[config.mk]
export PLATFORM = sky130hd
export DESIGN_NAME = cache_control_nway
export DESIGN_NICKNAME = d
export VERILOG_FILES = /design/src/rtl/cache_control_nway.sv
export SDC_FILE = /design/constraint.sdc
export NUM_CORES = 1
export LEC_CHECK = 0
export CELL_PAD_IN_SITES_DETAIL_PLACEMENT = 0
export CELL_PAD_IN_SITES_GLOBAL_PLACEMENT = 1
export CORE_ASPECT_RATIO = 1.1
export CORE_MARGIN = 2
export CORE_UTILIZATION = 30
export CTS_CLUSTER_SIZE = 14
export DETAILED_ROUTE_END_ITERATION = 8
export GPL_TIMING_DRIVEN = 0
export HOLD_SLACK_MARGIN = 0.1
export PLACE_DENSITY_LB_ADDON = 0.1
export SETUP_SLACK_MARGIN = 0.5
export SYNTH_ARGS = -nofsm -noshare
export SYNTH_HDL_FRONTEND = slang
export SYNTH_SLANG_ARGS = --single-unit
export TNS_END_PERCENT = 5
[constraint.sdc]
create_clock -name clk -period 2.7 [get_ports clk]
set_input_delay 0.54 -clock clk [delete_from_list [all_inputs] [get_ports clk]]
set_output_delay 0.54 -clock clk [all_outputs]
set_load 0.1 [all_outputs]
[src/rtl/cache_control_nway.sv]
`default_nettype none
//==============================================================================
// Module     : cache_control_nway
// Description: N-way set-associative cache controller with write-back,
//              line refill, tree-PLRU replacement and hit/miss statistics.
// Revision   : 1.0 - initial release
//==============================================================================

module cache_control_nway #(
   parameter int WAYS  = 4,
   parameter int CNT_W = 32
) (
   input  logic             clk,
   input  logic             rst,
   input  logic             read_array,
   input  logic             write_array,
   input  logic             pmem_resp,
   input  logic [WAYS-1:0]  hit,
   input  logic [WAYS-1:0]  valid,
   input  logic [WAYS-1:0]  dirty,
   input  logic [WAYS-2:0]  plru_in,
   output logic             mem_resp,
   output logic             pmem_read,
   output logic             pmem_write,
   output logic             pmem_select,
   output logic             data_select,
   output logic             dirty_select,
   output logic [WAYS-1:0]  way_sel,
   output logic [1:0]       write_mode,
   output logic [WAYS-1:0]  valid_load,
   output logic [WAYS-1:0]  tag_load,
   output logic [WAYS-1:0]  dirty_load,
   output logic             plru_load,
   output logic [WAYS-2:0]  plru_out,
   output logic [CNT_W-1:0] hit_count,
   output logic [CNT_W-1:0] miss_count
);

   localparam int IDX_W = $clog2(WAYS);

   typedef enum logic [1:0] {
      ST_ACCESS     = 2'd0,
      ST_WRITE_BACK = 2'd1,
      ST_ALLOCATE   = 2'd2
   } state_t;

   state_t           r_state, w_next;
   logic [IDX_W-1:0] r_victim;
   logic [IDX_W-1:0] w_victim, w_hit_idx, w_inv_idx, w_plru_idx;
   logic [WAYS-1:0]  w_hit_oh, w_latched_oh;
   logic [WAYS-2:0]  w_plru_upd;
   logic             w_match, w_req, w_hit_inc, w_miss_inc;
   logic [CNT_W-1:0] r_hit_count, r_miss_count;

   assign w_req        = read_array | write_array;
   assign w_hit_oh     = WAYS'(1) << w_hit_idx;
   assign w_latched_oh = WAYS'(1) << r_victim;
   assign hit_count    = r_hit_count;
   assign miss_count   = r_miss_count;

   // Descending scans leave the lowest matching index behind.
   always_comb begin
      w_hit_idx = '0;
      w_inv_idx = '0;
      for (int i = WAYS - 1; i >= 0; i--) begin
         if (hit[i])   w_hit_idx = IDX_W'(i);
         if (!valid[i]) w_inv_idx = IDX_W'(i);
      end
   end

   // A way is the PLRU victim when every node on its root-to-leaf path points toward it.
   always_comb begin
      w_plru_idx = '0;
      w_match    = 1'b0;
      for (int w = 0; w < WAYS; w++) begin
         w_match = 1'b1;
         for (int l = 0; l < IDX_W; l++) begin
            if (plru_in[(1 << l) - 1 + (w >> (IDX_W - l))] != (((w >> (IDX_W - 1 - l)) & 1) == 1))
               w_match = 1'b0;
         end
         if (w_match) w_plru_idx = IDX_W'(w);
      end
   end

   always_comb begin
      w_plru_upd = plru_in;
      for (int w = 0; w < WAYS; w++) begin
         if (w_hit_idx == IDX_W'(w)) begin
            for (int l = 0; l < IDX_W; l++)
               w_plru_upd[(1 << l) - 1 + (w >> (IDX_W - l))] = (((w >> (IDX_W - 1 - l)) & 1) == 0);
         end
      end
   end

   assign w_victim = (&valid) ? w_plru_idx : w_inv_idx;

   always_ff @(posedge clk or negedge rst) begin
      if (!rst) begin
         r_state      <= ST_ACCESS;
         r_victim     <= '0;
         r_hit_count  <= '0;
         r_miss_count <= '0;
      end else begin
         r_state <= w_next;
         if (w_miss_inc) r_victim <= w_victim;
         if (w_hit_inc && (r_hit_count != '1))
            r_hit_count <= r_hit_count + CNT_W'(1);
         if (w_miss_inc && (r_miss_count != '1))
            r_miss_count <= r_miss_count + CNT_W'(1);
      end
   end

   always_comb begin
      w_next       = r_state;
      w_hit_inc    = 1'b0;
      w_miss_inc   = 1'b0;
      mem_resp     = 1'b0;
      pmem_read    = 1'b0;
      pmem_write   = 1'b0;
      pmem_select  = 1'b0;
      data_select  = 1'b1;
      dirty_select = 1'b0;
      way_sel      = '0;
      write_mode   = 2'b00;
      valid_load   = '0;
      tag_load     = '0;
      dirty_load   = '0;
      plru_load    = 1'b0;
      plru_out     = '0;
      // Outputs are gated by reset so memory requests drop without waiting for an edge.
      if (rst) begin
         case (r_state)
            ST_ACCESS: begin
               if (w_req && (|hit)) begin
                  mem_resp  = 1'b1;
                  plru_load = 1'b1;
                  plru_out  = w_plru_upd;
                  w_hit_inc = 1'b1;
                  if (write_array) begin
                     way_sel      = w_hit_oh;
                     write_mode   = 2'b01;
                     data_select  = 1'b0;
                     dirty_select = 1'b1;
                     dirty_load   = w_hit_oh;
                  end
               end else if (w_req) begin
                  w_miss_inc = 1'b1;
                  w_next     = (valid[w_victim] && dirty[w_victim]) ? ST_WRITE_BACK : ST_ALLOCATE;
               end
            end
            ST_WRITE_BACK: begin
               pmem_write  = 1'b1;
               pmem_select = 1'b1;
               way_sel     = w_latched_oh;
               if (pmem_resp) begin
                  dirty_load = w_latched_oh;
                  w_next     = ST_ALLOCATE;
               end
            end
            ST_ALLOCATE: begin
               pmem_read = 1'b1;
               way_sel   = w_latched_oh;
               if (pmem_resp) begin
                  write_mode = 2'b10;
                  valid_load = w_latched_oh;
                  tag_load   = w_latched_oh;
                  dirty_load = w_latched_oh;
                  w_next     = ST_ACCESS;
               end
            end
            default: w_next = ST_ACCESS;
         endcase
      end
   end

endmodule

`default_nettype wire

Word-level counts from Yosys, hierarchy flattened. Cells that the tools add are included.

Flip-flop bits (word level): 68. Bits of input ports: 20. Output and inout port bits: 92.

$add $sub $neg: 2. $lt $le $gt $ge: 1. Eq/ne operators: 11. Shift-type cells: 2. Mux-type cells: 69. Bitwise logic cells: 1. Reductions and logical operators: 10.

Operators with widths (count): 32-bit by 1-bit adder with 32-bit output (second input constant) (2); 32-bit != test (second input constant) (2); 2-bit two-way mux (20); 1-bit two-way mux (33); 4-bit two-way mux (7); 4-bit case mux with 2 select lines (2); 3-bit two-way mux (3); 2-bit != test (second input constant) (4); 1-bit by 2-bit << shifter with 4-bit output (first input constant) (2); 2-bit == test (second input constant) (3); 2-bit case mux with 3 select lines (1); 5-bit AND reduction (1); 1-bit binary-select mux with 2-bit select (2); 2-bit by 1-bit == test with 1-bit output (second input constant) (2); 1-bit logical AND (4); 2-bit zero test (2); 2-bit case mux with 2 select lines (1); 4-bit AND reduction (1); 4-bit OR reduction (1); 2-bit by 3-bit less-than comparator with 1-bit output (second input constant) (1); 2-bit OR reduction (1); 1-bit OR (1).

Longest topological paths before layout. Gate-level depths: netlist (run 1).

Word-level depth: 13. Gate-level depth with buffers: 8. Depth with buffers taken out: 8.

Worst setup path after synthesis (run 1). No wires, ideal clock.

Path type: register to output. Start: register r_state[0]. End: output port valid_load[0]. Arrival: 4.248 ns. Data required time: 2.160 ns. Slack: -2.088 ns. Cell stages (with the launch flop): 7. Buffers on the path: 1. Path through: dfrtp_1 inv_1 ha_1 and2_1 nand2_1 nor3_1 buf_4.

Longest elaborated chain between the ends: 3.

RTL lines: start: declaration (line 47) `state_t r_state, w_next;`; start signal: assignment (line 104) `r_state <= w_next;`; 2-bit == test; 4-bit two-way mux (2 in a row); end: declaration (line 30) `output logic [WAYS-1:0] valid_load,`.

Every way passes these cells.

Worst setup path in the final report (run 1).
Start: register r_hit_count[21] (netlist: hit_count[21]). End: output port hit_count[21].

RTL lines: start: declaration (line 53) `logic [CNT_W-1:0] r_hit_count, r_miss_count;`; start signal: assignment (line 107) `r_hit_count <= r_hit_count + CNT_W'(1);`; end: declaration (line 35) `output logic [CNT_W-1:0] hit_count,`.

No word-level cell between the ends.

==> results of run 1 <==
-- per-stage QoR --
| step | util (%) | instances | total power [mW] |
|---|---|---|---|
| 2_1_floorplan | - | 388 | 2.32 |
| 3_3_place_gp | 43.0 | 653 | 2.69 |
| 3_5_place_dp | 43.2 | 654 | 2.72 |
| 4_1_cts | 47.1 | 681 | 3.97 |
| 5_1_grt | 47.5 | 684 | 4.11 |
| 6_report | 47.5 | 684 | 3.92 |
-- worst register-to-register path, stage by stage, from the launching register on --
cell and delay [ns]:
dfrtp_2 0.39, nand4_1 0.37, nor4_4 0.55, nand4bb_1 0.14, clkbuf_1 0.22, nand3_1 0.18, mux2_2 0.35
-- layout by cell type, fill, tap and decap left out, types with 6 or more instances in the layout --
cell / synthesis / routed
a21oi_2: 0 / 8
and3_1: 10 / 7
buf_2: 2 / 7
buf_4: 6 / 27
buf_6: 0 / 7
clkbuf_16: 0 / 9
clkdlybuf4s50_1: 0 / 65
clkinvlp_4: 0 / 6
dfrtp_1: 68 / 39
dfrtp_2: 0 / 29
dlygate4sd2_1: 0 / 12
inv_1: 14 / 9
nand2_1: 40 / 38
nand3_1: 32 / 31
nand4_1: 28 / 28
nand4b_1: 6 / 6
nor2_1: 28 / 25
nor3_1: 9 / 8
nor4_1: 11 / 6
o21ai_0: 6 / 6
xnor2_1: 42 / 42
xor2_1: 18 / 18
-- power groups by stage --
stage                     Clock [mW]  Combinational (mW)  Sequential (mW)
after floorplan                    0               0.777             1.55
after CTS                       1.15                1.62             1.19
final                           1.11                1.61             1.19
after detailed placement           0                1.50             1.21
after global routing            1.20                1.70             1.20
after global placement             0                1.49             1.21
-- registers in the layout, indices dropped and copies added (netlist names) --
| name | cells |
|---|---|
| r_victim | 2 |
| miss_count | 32 |
| hit_count | 32 |
| r_state | 2 |
-- how the worst max path moves through the flow --
stage                   startpoint              to
floorplan               r_state[0]   valid_load[0]
global placement               rst     plru_out[2]
detailed placement          hit[2]       plru_load
CTS                  hit_count[19]   hit_count[19]
global route        miss_count[26]  miss_count[26]
finish               hit_count[21]   hit_count[21]
-- cell type report --
cell class	instances	area, um^2
repair buffers	126	1240
fillers	1187	6350
well taps	154	193
plain buffers	14	110
clock buffers	11	253
multi-input cells	291	2100
flip-flops and latches	68	1740
clock inverters	5	36.3
inverters	15	72.6
-- cells by family (layout without fill, tap and decap cells) --
logic type	count (synthesis)	in the layout
buffers and inverters	29	171
adders and majority gates	6	6
DFF	68	68
AOI/OAI and AO/OA	29	29
muxes	5	5
xor gates and xnor gates	60	60
and+or+nand+nor	191	191
-- layer usage --
metal	global-route usage, %	share of wire, %	vias up
li1	-	-	1653
met1	22.2	45	1623
met2	27.3	49	91
met3	3.01	4.9	8
met4	5.70	1.1	0
met5	0	0	-
-- repair_timing --
item                                   CTS  global route
gates resized for setup                224             3
setup endpoints to repair              157           149
pin swaps                                7             2
endpoints found under the hold margin   21             0
setup buffers                            9             3
hold buffers                             2             0
==> results.py, run 1 <==
metrics = {
    "sta": {
        "min_period_ns": 2.47,
        "setup_slack_ns": 0.227,
        "whs_ns": 0.227,
        "report.final.slew_viol_count": 0,
        "fin_crit_sh_pct": 91.6,
        "hold_viol": 0,
        "slew_headroom_pct": 31.7,
        "max_freq_mhz": 404,
        "setup_viol": 0,
        "final.setup_skew_ns": 0.00791,
        "worstMarginPinSlew_ns": 1.02,
        "fin_tns_setup_ns": 0,
        "rsz0062_at_grt": "true",
    },
    "worst_setup_path": {
        "cp_slowest_stage_delay_ns": 1.17,
        "reg2reg_from": "miss_count[20]",
        "critical_path_class": "reg -> out",
        "crit_slowest_cell": "clkdlybuf4s50_1",
        "reg2regPathDepth": 6,
        "end_kind": "output port",
        "r2r_setup_slack_ns": 0.37,
        "path_max_fanout": 4,
        "r2r_end": "miss_count[1]",
        "path_buf_inv": 1,
        "crit_cells": 1,
        "critPathTopFamily": "buffers and inverters",
        "worstPathArrival_ns": 1.93,
        "critPathRequiredTime_ns": 2.16,
        "worst_setup_path_start_kind": "register",
        "crit_chain": "clkdlybuf4s50_1",
    },
    "grt": {
        "grt_max_degree": 46,
        "grt_pass1_wl_mm": 17.3,
        "grt_overflow": 0,
        "antenna_found_initial": 0,
        "grtUsageTotal_pct": 16.7,
        "grt_pass1_vias": 3356,
    },
    "placement": {
        "post-dp-hpwl_mm": 7.78,
        "gp_congestion": 0.813,
        "portBuffers": 111,
        "dpl_worst_slack_ns": -1.15,
        "post_dp_cell_area_mm2": 0.00523,
    },
    "pwr": {
        "pwr-share-seq_pct": 30.4,
        "clkPwrFrac_pct": 28.4,
        "swShare_pct": 43.3,
        "pwr-share-comb_pct": 41.2,
        "leakage_nw": 2.39,
        "vdd_drop_max_uv": 752,
        "internal_power_mw": 2.22,
        "power.switching_mw": 1.70,
        "power_density_mw_per_mm2": 682,
    },
    "status": {
        "status": "finished clean",
    },
    "cts": {
        "htree_levels": 3,
        "cts.sinks": 68,
        "cts_made_buffers": 9,
        "cts.clk_slew.worst_paths_ns": 0.06,
        "cts.path.max_buffers": 2,
        "tritoncts": "done",
        "root_buffer": "clkbuf_16",
        "clk_latency_ns": 0.33,
    },
    "synthesis": {
        "synth_most_common_cell": "dfrtp_1",
        "synth_top_area_share_pct": 45.6,
        "yosys.area_share.simple_pct": 28.3,
        "netlist_top_cells_area": "dfrtp_1, xnor2_1, nand4_1, nand3_1, xor2_1",
        "post_synth_xor_area_fraction_pct": 14.1,
        "synthAdderAreaFrac_pct": 2.01,
        "ys_async_sr_fraction_pct": 100,
        "synth.area.mux_share_pct": 1.51,
        "yosysWarnings": 0,
        "syn-num-nets": 414,
        "avgSynthCellArea_um2": 9.62,
        "netlist_area_mm2": 0.00373,
        "ys_types": 44,
        "synth_compound_area_share_pct": 4.96,
        "seq_area_frac_synth_pct": 45.6,
        "synth-seq-cells": 68,
        "synth_edf_count": 0,
        "synth_cells": 388,
        "synth_top_family_by_area": "simple AND/OR/NAND/NOR gates",
        "synth_commonest_cells": "dfrtp_1, xnor2_1, nand2_1",
        "yosys.area.top_type": "dfrtp_1",
        "ys.flop_type": "dfrtp_1",
    },
    "routing": {
        "num_vias": 3375,
        "routed_wl_mm": 10.6,
        "wire_per_inst_um": 15.5,
        "drcViolationCount": 0,
        "antenna_left": 0,
        "drtIter0Drc": 134,
        "viasPerCell": 4.93,
        "firstDrtPassIters": 4,
    },
    "final_layout": {
        "final_area_mm2": 0.00574,
        "antennaDiodeCount": 0,
        "drive_gt1_share_pct": 27.5,
        "area_growth_pct": 53.8,
        "nets": 551,
    },
    "hold_path": {
        "worstHoldPathType": "in -> async",
    },
    "die": {
        "die_w_um": 110,
        "initial_core_util_pct": 30.9,
        "core_area_mm2": 0.0121,
        "die_y_um": 121,
        "pin_count": 112,
        "rows": 42,
        "die_area_mm2": 0.0134,
    },
    "job": {
        "drv_cap": 0,
    },
}
(Power assumes the default switching activity.)
==> inputs of run 2 (changes only) <==
Settings changed: SETUP_SLACK_MARGIN 0.5 to default.
==> results.py, run 2 (synthesized netlist as in run 1, its figures left out) <==
metrics = {
    "cts": {
        "cts.sinks": 68,
        "root_buffer": "clkbuf_16",
        "cts_made_buffers": 9,
        "cts.clk_slew.worst_paths_ns": 0.05,
        "clk_latency_ns": 0.33,
        "cts.path.max_buffers": 2,
        "tritoncts": "done",
        "htree_levels": 3,
    },
    "die": {
        "core_area_mm2": 0.0121,
        "die_y_um": 121,
        "die_w_um": 110,
        "pin_count": 112,
        "rows": 42,
        "die_area_mm2": 0.0134,
        "initial_core_util_pct": 30.9,
    },
    "placement": {
        "dpl.cell_count": 654,
        "post-dp-hpwl_mm": 7.80,
        "dpl_worst_slack_ns": -1.19,
        "portBuffers": 111,
        "gp_congestion": 0.796,
        "post_dp_cell_area_mm2": 0.00509,
    },
    "grt": {
        "grt_pass1_vias": 3395,
        "grt_pass1_wl_mm": 17.1,
        "grt_overflow": 0,
        "antenna_found_initial": 0,
        "grtUsageTotal_pct": 16.6,
        "grt_max_degree": 42,
    },
    "sta": {
        "slew_headroom_pct": 31.6,
        "worstMarginPinSlew_ns": 1.02,
        "rsz0062_at_grt": "true",
        "report.final.slew_viol_count": 0,
        "setup_viol": 0,
        "final.setup_skew_ns": 0.00642,
        "min_period_ns": 2.65,
        "max_freq_mhz": 377,
        "setup_slack_ns": 0.0481,
        "fin_crit_sh_pct": 98.2,
        "hold_viol": 0,
    },
    "final_layout": {
        "drive_gt1_share_pct": 14.7,
        "final_common_cell": "clkdlybuf4s50_1",
        "final_area_mm2": 0.00541,
        "area_growth_pct": 45.1,
        "instances_no_fill": 670,
        "regArea_mm2": 0.00170,
        "final_cell_mix": "clkdlybuf4s50_1, dfrtp_1, xnor2_1, nand2_1, nand3_1",
        "antennaDiodeCount": 0,
        "nFillCells": 1222,
        "nets": 539,
        "multi_input_area_mm2": 0.00196,
    },
    "routing": {
        "viasPerCell": 5.01,
        "firstDrtPassIters": 4,
        "drtIter0Drc": 85,
        "num_vias": 3356,
        "drcViolationCount": 0,
        "routed_wl_mm": 10.5,
        "antenna_left": 0,
        "wire_per_inst_um": 15.7,
    },
    "job": {
        "drv_cap": 0,
    },
    "worst_setup_path": {
        "worst_setup_path_start_kind": "register",
        "worstPathArrival_ns": 2.11,
        "end_kind": "output port",
        "critical_path_class": "reg -> out",
        "path_max_fanout": 11,
        "critPathRequiredTime_ns": 2.16,
    },
    "pwr": {
        "leakage_nw": 2.25,
        "vdd_drop_max_uv": 815,
        "power_density_mw_per_mm2": 701,
    },
    "hold_path": {
        "worstHoldPathType": "in -> async",
    },
    "status": {
        "status": "finished clean",
    },
}
[run 2: layout make-up]
| type | count | share of cell area, % |
|---|---|---|
| well taps | 154 | 3.56 |
| clock buffers | 12 | 4.74 |
| repair buffers | 114 | 20.6 |
| inverters | 15 | 1.25 |
| multi-input cells | 291 | 36.3 |
| clock inverters | 2 | 0.647 |
| plain buffers | 14 | 1.48 |
| flip-flops and latches | 68 | 31.4 |
[run 2: critical path, stage by stage (launching register included)]
cell,delay (ns)
dfrtp_1,0.40
inv_1,0.11
ha_1,0.26
o211a_1,0.26
nand2_4,0.12
inv_2,0.21
buf_4,0.15
buf_4,0.27
[run 2: final timing paths]
check / startpoint / end / slack, ns / cells after the start
max: r_state[0] / plru_load / 0.05 / 7
min reg2reg: miss_count[15] / miss_count[15] / 0.49 / 1
max reg2reg: miss_count[20] / miss_count[1] / 0.21 / 6
min in group clk: miss_count[15] / miss_count[15] / 0.49 / 1
min: rst / miss_count[25] / 0.14 / 2
max in group asynchronous: rst / miss_count[15] / 2.35 / 2
[run 2: through the flow]
step           util [%]  hold slack [ns]  power (mW)  TNS (ns)
6_report           44.8            0.140        3.79         0
5_1_grt            44.8            0.147        3.97    -0.260
4_1_cts            44.3            0.142        3.82    -0.251
3_5_place_dp       42.1            0.488        2.66    -37.31
3_3_place_gp       42.0            0.485        2.64   -404.29
2_1_floorplan         -            0.244        2.28     -5.39
[run 2: per-layer routing]
| metal | GRT usage, % | routed length [um] | up-vias |
|---|---|---|---|
| li1 | - | - | 1630 |
| met1 | 21.7 | 4730 | 1614 |
| met2 | 26.2 | 4850 | 100 |
| met3 | 4.51 | 706 | 12 |
| met4 | 6.02 | 200 | 0 |
| met5 | 0 | 0 | - |
[run 2: where the power goes]
part / switching (mW) / total, mW / internal (mW) / leakage, nW
registers: 0.0958 / 1.18 / 1.09 / 0.932
clock network: 0.416 / 1.17 / 0.753 / 0.145
logic: 1.10 / 1.44 / 0.344 / 1.17
[run 2: timing repair]
item,CTS,global route
hold endpoints to repair,34,0
endpoints found under the setup margin,56,55
resized for setup,141,20
buffers inserted,1,0
hold buffers,1,0
gates cloned,0,0
pin swaps,1,0
==> inputs of run 3 (changes only) <==
Settings changed: HOLD_SLACK_MARGIN 0.1 to default.
==> results.py, run 3 (synthesized netlist as in run 1, its figures left out) <==
metrics = {
    "cts": {
        "cts.sinks": 68,
        "root_buffer": "clkbuf_16",
        "htree_levels": 3,
        "cts.clk_slew.worst_paths_ns": 0.05,
        "cts.path.max_buffers": 2,
        "cts_made_buffers": 9,
        "tritoncts": "done",
        "clk_latency_ns": 0.33,
    },
    "grt": {
        "grt_pass1_wl_mm": 17.1,
        "grt_overflow": 0,
        "grtUsageTotal_pct": 16.6,
        "grt_pass1_vias": 3392,
        "antenna_found_initial": 0,
        "grt_max_degree": 42,
    },
    "worst_setup_path": {
        "path_max_fanout": 11,
        "reg2reg_from": "hit_count[3]",
        "r2r_setup_slack_ns": 0.22,
        "r2r_end": "hit_count[1]",
        "worstPathArrival_ns": 2.11,
        "end_kind": "output port",
        "critical_path_class": "reg -> out",
        "reg2regPathDepth": 5,
        "worst_setup_path_start_kind": "register",
        "critPathRequiredTime_ns": 2.16,
    },
    "sta": {
        "setup_viol": 0,
        "max_freq_mhz": 377,
        "worstMarginPinSlew_ns": 1.02,
        "final.setup_skew_ns": 0.00555,
        "hold_viol": 0,
        "fin_crit_sh_pct": 98.2,
        "rsz0062_at_grt": "true",
        "report.final.slew_viol_count": 0,
        "min_period_ns": 2.65,
        "slew_headroom_pct": 31.6,
    },
    "routing": {
        "firstDrtPassIters": 4,
        "drtIter0Drc": 105,
        "antenna_left": 0,
        "routed_wl_mm": 10.5,
        "num_vias": 3353,
        "wire_per_inst_um": 15.6,
        "drcViolationCount": 0,
        "viasPerCell": 5.01,
    },
    "hold_path": {
        "worstHoldPathType": "in -> async",
    },
    "placement": {
        "dpl.cell_count": 654,
        "portBuffers": 111,
        "post_dp_cell_area_mm2": 0.00509,
        "gp_congestion": 0.796,
        "post-dp-hpwl_mm": 7.80,
    },
    "die": {
        "die_y_um": 121,
        "pin_count": 112,
        "initial_core_util_pct": 30.9,
        "core_area_mm2": 0.0121,
        "rows": 42,
        "die_w_um": 110,
        "die_area_mm2": 0.0134,
    },
    "pwr": {
        "leakage_nw": 2.25,
        "vdd_drop_max_uv": 814,
        "power_density_mw_per_mm2": 701,
    },
    "final_layout": {
        "nets": 538,
        "antennaDiodeCount": 0,
        "drive_gt1_share_pct": 14.6,
        "instances_no_fill": 669,
        "area_growth_pct": 44.9,
        "final_common_cell": "clkdlybuf4s50_1",
        "final_area_mm2": 0.00541,
        "final_cell_mix": "clkdlybuf4s50_1, dfrtp_1, xnor2_1, nand2_1, nand3_1",
        "nFillCells": 1224,
    },
    "status": {
        "status": "finished clean",
    },
    "job": {
        "drv_cap": 0,
    },
}
==> run 3: changes by cell type in the layout (fill, tap and decap cells not counted), sizes merged <==
cell	delta
clkbuf	-2
buf	+3
clkdlybuf4s15	-2
==> run 3: how the worst max path moves through the flow <==
stage | startpoint | to | slack [ns] | depth (start not counted)
final | r_state[0] | plru_load | 0.05 | 7
after global routing | r_state[0] | plru_load | -0.1 | 7
after CTS | hit[0] | plru_load | -0.08 | 6
after detailed placement | rst | plru_load | -1.19 | 7
after global placement | rst | plru_out[0] | -4.09 | 4
after floorplan | r_state[0] | dirty_load[3] | -0.35 | 5
==> run 3: area by class of cell <==
cell class | count | area [um^2] | area share [%]
clock buffers | 12 | 256 | 4.74
flip-flops and latches | 68 | 1700 | 31.5
multi-input cells | 291 | 1970 | 36.5
repair buffers | 113 | 1100 | 20.4
well taps | 154 | 193 | 3.56
plain buffers | 14 | 80.1 | 1.48
clock inverters | 2 | 35.0 | 0.648
inverters | 15 | 67.6 | 1.25
==> run 3: worst max-delay path: stages (launching register included) <==
cell and delay (ns):
dfrtp_1 0.40, inv_1 0.11, ha_1 0.26, o211a_1 0.26, nand2_4 0.12, inv_2 0.21
buf_4 0.15, buf_4 0.27
==> run 3: what timing repair did <==
item                                    CTS  global route
resized for setup                       141            29
endpoints found under the setup margin   56            63
pin swaps                                 1             1
hold buffers                              0             0
setup buffers                             1             0
endpoints found under the hold margin     0             0
cloned                                    0             0
==> run 3: power breakdown <==
part / leakage (nW) / internal (mW) / switching [mW]
clock: 0.145 / 0.753 / 0.415
combinational: 1.18 / 0.345 / 1.10
sequential: 0.932 / 1.09 / 0.0954
total: 2.25 / 2.18 / 1.61
==> run 3: routing by layer <==
layer | wire length (um) | global-route usage (%)
met5 | 0 | 0
met1 | 4760 | 21.7
met3 | 683 | 4.51
met2 | 4840 | 26.2
met4 | 187 | 6.02
==> run 3: through the flow <==
step	hold slack [ns]	setup slack, ns	utilization, %	power, mW	TNS, ns
4_1_cts	0.0767	-0.0777	44.2	3.82	-0.509
3_3_place_gp	0.485	-4.09	42.0	2.64	-404.29
5_1_grt	0.0529	-0.0950	44.8	3.98	-0.0950
3_5_place_dp	0.488	-1.19	42.1	2.66	-37.31
6_report	0.0513	0.0492	44.8	3.79	0
2_1_floorplan	0.244	-0.354	-	2.28	-5.39
